--- config.mk ---
export PLATFORM = sky130hd
export DESIGN_NAME = fifo_rd_stream
export DESIGN_NICKNAME = d
export VERILOG_FILES = /design/src/rtl/fifo_rd_stream.sv
export SDC_FILE = /design/constraint.sdc
export NUM_CORES = 1
export LEC_CHECK = 0
export CORE_MARGIN = 2
export CORE_UTILIZATION = 57
export DETAILED_ROUTE_END_ITERATION = 7
export GPL_TIMING_DRIVEN = 0
export PLACE_DENSITY = 0.9
export SLEW_MARGIN = 20
export SYNTH_ARGS = -nofsm -noshare
export SYNTH_HDL_FRONTEND = slang
export SYNTH_SLANG_ARGS = --single-unit
--- constraint.sdc ---
create_clock -name i_clk -period 10.2 [get_ports i_clk]
set_clock_uncertainty 0.1 [all_clocks]
set_input_delay 2.04 -clock i_clk [delete_from_list [all_inputs] [get_ports i_clk]]
set_output_delay 2.04 -clock i_clk [all_outputs]
set_load 0.005 [all_outputs]
--- src/rtl/fifo_rd_stream.sv ---
// Drains a non-FWFT FIFO (read latency 1) into a valid/ready stream
// with fixed-length packet framing and a completed-packet counter.
module fifo_rd_stream #(
    parameter int WIDTH   = 32,
    parameter int PKT_LEN = 256
) (
    input  logic             i_clk,
    input  logic             i_rst_n,
    output logic             o_rd_en,
    input  logic [WIDTH-1:0] i_rd_data,
    input  logic             i_rd_empty,
    output logic             o_tvalid,
    input  logic             i_tready,
    output logic [WIDTH-1:0] o_tdata,
    output logic             o_tlast,
    output logic [15:0]      o_pkt_cnt
);

    localparam int CW = (PKT_LEN > 1) ? $clog2(PKT_LEN) : 1;
    localparam logic [CW-1:0] LAST = CW'(PKT_LEN - 1);

    logic [WIDTH-1:0] mem_q [3];
    logic [1:0]       wr_ptr_q;
    logic [1:0]       rd_ptr_q;
    logic [1:0]       occ_q;
    logic [1:0]       occ_d;
    logic             f_q;
    logic             run_q;
    logic [CW-1:0]    beat_q;
    logic [15:0]      pkt_q;
    logic             push;
    logic             pop;

    function automatic logic [1:0] inc3(input logic [1:0] p);
        return (p == 2'd2) ? 2'd0 : p + 2'd1;
    endfunction

    // Reads count buffered and in-flight words, so the buffer never overflows.
    // run_q keeps o_rd_en low until the first edge after reset release.
    assign push      = f_q;
    assign o_tvalid  = (occ_q != 2'd0);
    assign pop       = o_tvalid && i_tready;
    assign o_rd_en   = run_q && !i_rd_empty
                       && (({1'b0, occ_q} + {2'b00, f_q}) < 3'd3);
    assign o_tdata   = o_tvalid ? mem_q[rd_ptr_q] : '0;
    assign o_tlast   = o_tvalid && (beat_q == LAST);
    assign o_pkt_cnt = pkt_q;

    always_comb begin
        occ_d = occ_q;
        unique case (1'b1)
            push && !pop: occ_d = occ_q + 2'd1;
            pop && !push: occ_d = occ_q - 2'd1;
            default:      occ_d = occ_q;
        endcase
    end

    always_ff @(posedge i_clk) begin
        if (push) begin
            mem_q[wr_ptr_q] <= i_rd_data;
        end
    end

    always_ff @(posedge i_clk or negedge i_rst_n) begin
        if (!i_rst_n) begin
            wr_ptr_q <= 2'd0;
            rd_ptr_q <= 2'd0;
            occ_q    <= 2'd0;
            f_q      <= 1'b0;
            run_q    <= 1'b0;
            beat_q   <= '0;
            pkt_q    <= 16'd0;
        end else begin
            run_q <= 1'b1;
            f_q   <= o_rd_en;
            occ_q <= occ_d;
            if (push) begin
                wr_ptr_q <= inc3(wr_ptr_q);
            end
            if (pop) begin
                rd_ptr_q <= inc3(rd_ptr_q);
                if (beat_q == LAST) begin
                    beat_q <= '0;
                    pkt_q  <= pkt_q + 16'd1;
                end else begin
                    beat_q <= beat_q + 1'b1;
                end
            end
        end
    end

    a_no_overflow: assert property (
        @(posedge i_clk) disable iff (!i_rst_n)
        !(push && !pop && occ_q == 2'd3)
    );

endmodule
==> implementation parameters <==
Parameter                              Value

Pwr
  Portion of total power attributed to the clock network ... 32.4%
  Switching pwr ... 0.593 mW
  Cell internal power dissipation ... 1.30 mW
  Static leakage ... 2.62 nW
  Switching Share ... 31.4%
  Power per cell area ... 275 nW/µm²
  IR drop worst, VDD ... 0.169 mV
  Total Power ... 1.89 mW
  Sequential fraction of design power ... 35.9%
  Combinational Power Share ... 31.6%

Final layout
  Count of antenna diodes in the layout ... 0
  Post-route core utilization ... roughly four fifths
  Area of combinational cells with multiple inputs ... 1410 µm²
  Fraction of final layout cells with drive strength greater than 1 ... 11.0%
  Layout overhead on the synthesized area ... 32.9%
  Post-route standard cell area excluding fillers ... 6870 µm²
  Total area of sequential cells ... approximately 3700 µm²
  Total Nets Final ... 530
  Commonest non-fill, non-tap cells in the layout ... edfxtp_1 (96), clkdlybuf4s50_1 (85), nor2_1 (75)
  Most common cell after layout, fill and taps aside ... edfxtp_1
  Final cell count without fillers ... 610
  # fillers ... about 460

Clock tree
  Clk slew on worst S/H paths ... about 0.060 ns
  CTS hold repair buffers ... 0
  Number of clock sinks seen by CTS ... ~130
  Maximum clock insertion buffer count ... 2
  H-tree depth ... 4
  CTS tree ... yes
  Latest clock arrival within the worst-skew pair ... 0.52 ns
  Number of buffers inserted by post-CTS setup repair ... 0
  CTS root buf ... clkbuf_8
  Number of resized instances in the post-cts repair step ... 0
  TritonCTS buffer count ... 17

Routing
  Via density per instance ... 5.95
  Number of nets with antenna violations after routing ... 0
  Length of the first detailed-routing pass in iterations ... 5
  DRC errors left ... 0
  Vias after detailed routing ... around 3600
  Wire length reported by the detailed router ... 13000 µm
  Initial drt markers ... about 340
  Wire length per cell after detailed routing ... 21.3 µm

Placed design
  Number of placed instances with taps included ... 578
  Final RePlAce weighted congestion ... 0.783
  Placed Instance Area ... 6270 µm²
  IO Port Bufs ... 86
  Final HPWL DP ... 7700 µm

GRT
  Grt total ovfl ... 0
  Largest net degree at the start of global routing ... 33
  Total track usage ... 27.5%
  First-pass GRT wire length ... 20000 µm
  Antenna violations before repair ... 0
  Via count of the first global-routing pass ... 3712

Worst setup path
  Required arrival time at the worst endpoint ... 8.06 ns
  Worst path cell trace ... clkdlybuf4s50_1 > a2111oi_0 > clkdlybuf4s50_1
  WP data arrival ... 3.52 ns
  Most prevalent standard cell on the critical path ... clkdlybuf4s50_1
  Cell with the biggest individual delay on the critical path ... clkdlybuf4s50_1
  Sort of element at the start of the critical path ... input port
  Largest fanout on the critical path ... 2
  Critical Path Sink Type ... output pin
  Largest stage delay on the critical path ... around 0.62 ns
  Start-to-end type of the worst setup path ... in -> out

Die
  Top-Level Pins ... 87
  Die Outline Area ... 9850 µm²
  DIE WIDTH ... 99.3 µm
  Core region area ... 8760 µm²
  Number of core rows ... 34
  Effective utilization at floorplan ... 59.0%
  Height of the die ... 99.3 µm

Flow run
  MaxCap Viol Count ... 0

Timing
  Worst-margin pin slew ... roughly 0.87 ns
  Sum of negative setup slack ... 0 ns
  FMAX ... 0.177 GHz
  Number of pins with negative max-slew slack in the final report ... 0
  Final worst-path cycle share ... 55.4%
  # setup viols final ... 0
  Time the worst path needs with I/O delays and setup ... 5.66 ns
  Worst slew margin ... a little over two fifths
  Final Hold Fails ... 0
  Unrepaired setup endpoints after global routing ... false

Logic synthesis
  Post-synth net total ... approximately 420
  Predominant post-synthesis flop cell ... edfxtp_1
  Sequential fraction of the synthesis area ... 71.2%
  Number of distinct library cell variants in the gate-level netlist after synthesis ... 33
  Mean post-synth cell area ... 13.8 µm²
  Synthesized cell area ... 5170 µm²
  Warning count from the yosys run ... 0
  Share of flip-flops with an asynchronous set or reset after synthesis ... 25.0%
  Gate count of the mapped netlist ... 376
  Post-synthesis register bit count ... 128
  EDFF count, synth ... 96

Outcome
  Outcome ... completed

Worst hold path
  Hold Path Class ... reg -> reg
==> critical path: cells and delay by family <==
family                 cells  cell delay [ns]
AOI/OAI and AO/OA          1             0.46
buffers and inverters      2             1.01
==> worst paths after layout <==
check	slack [ns]	cells after the start	from	end
worst min-delay path	0.42	1	o_pkt_cnt[15]	o_pkt_cnt[15]
worst max-delay path	4.54	3	i_rd_empty	o_rd_en
worst max register to register	8.06	4	f_q	mem_q[2][2]
min in group asynchronous	1.47	1	i_rst_n	o_pkt_cnt[1]
worst min register to register	0.42	1	o_pkt_cnt[15]	o_pkt_cnt[15]
max in group asynchronous	8.06	1	i_rst_n	wr_ptr_q[1]
==> metrics by stage <==
stage	setup slack [ns]	hold WS, ns
floorplan	5.56	0.368
global placement	4.58	0.359
detailed placement	4.53	0.393
CTS	4.50	0.406
global route	4.32	0.423
finish	4.54	0.417
==> cell type report <==
type                    instances  area share (%)
plain buffers                  16            1.07
clock buffers                  18            6.08
clock inverters                14            2.62
inverters                       7           0.382
multi-input cells             225            20.4
flip-flops and latches        128            53.6
well taps                     108            1.97
repair buffers                 94            13.8
==> power groups by stage <==
| stage | clock network, mW | logic (mW) | registers (mW) |
|---|---|---|---|
| 6_report | 0.613 | 0.598 | 0.679 |
| 5_1_grt | 0.639 | 0.647 | 0.684 |
| 4_1_cts | 0.616 | 0.599 | 0.678 |
| 3_5_place_dp | 0 | 0.578 | 0.684 |
| 3_3_place_gp | 0 | 0.537 | 0.682 |
| 2_1_floorplan | 0 | 0.292 | 0.676 |
==> synthesized netlist by cell type, types with 2 or more instances <==
cell	n	share of area, %
and3_1	3	0.36
nand2_1	14	1.0
xnor2_1	19	3.2
a21o_1	2	0.29
inv_1	6	0.44
a21oi_1	32	3.1
mux2i_1	32	6.2
nand3_1	8	0.77
nor3_1	4	0.39
xor2_1	4	0.68
buf_2	5	0.48
nand4_1	12	1.5
ha_1	5	1.2
dfrtp_1	32	15
nor2_1	76	5.5
clkbuf_1	10	0.73
edfxtp_1	96	56
==> cell families after synthesis <==
| logic type | after synthesis | synth area share (%) |
|---|---|---|
| muxes | 34 | 6.63 |
| AOI/OAI and AO/OA | 39 | 4.06 |
| and+or+nand+nor | 123 | 11.0 |
| other | 1 | 0.0725 |
| buffers and inverters | 23 | 1.94 |
| xor gates and xnor gates | 23 | 3.90 |
| adders and majority gates | 5 | 1.21 |
| DFF | 128 | 71.2 |
==> registers in the layout, summed over array words and instances (netlist names) <==
name       flops
beat_q         8
occ_q          2
wr_ptr_q       2
rd_ptr_q       2
o_pkt_cnt     16
run_q          1
f_q            1
mem_q         96
==> per-layer routing <==
| layer | up-vias | routed length [µm] | global-route usage (%) | part of all wire (%) |
|---|---|---|---|---|
| li1 | 1593 | - | - | - |
| met1 | 1798 | 4680 | 33.3 | 36 |
| met2 | 198 | 6970 | 47.6 | 54 |
| met3 | 41 | 971 | 6.11 | 7.5 |
| met4 | 0 | 382 | 12.1 | 2.9 |
| met5 | - | 0 | 0 | 0 |
(Power assumes the default switching activity.)
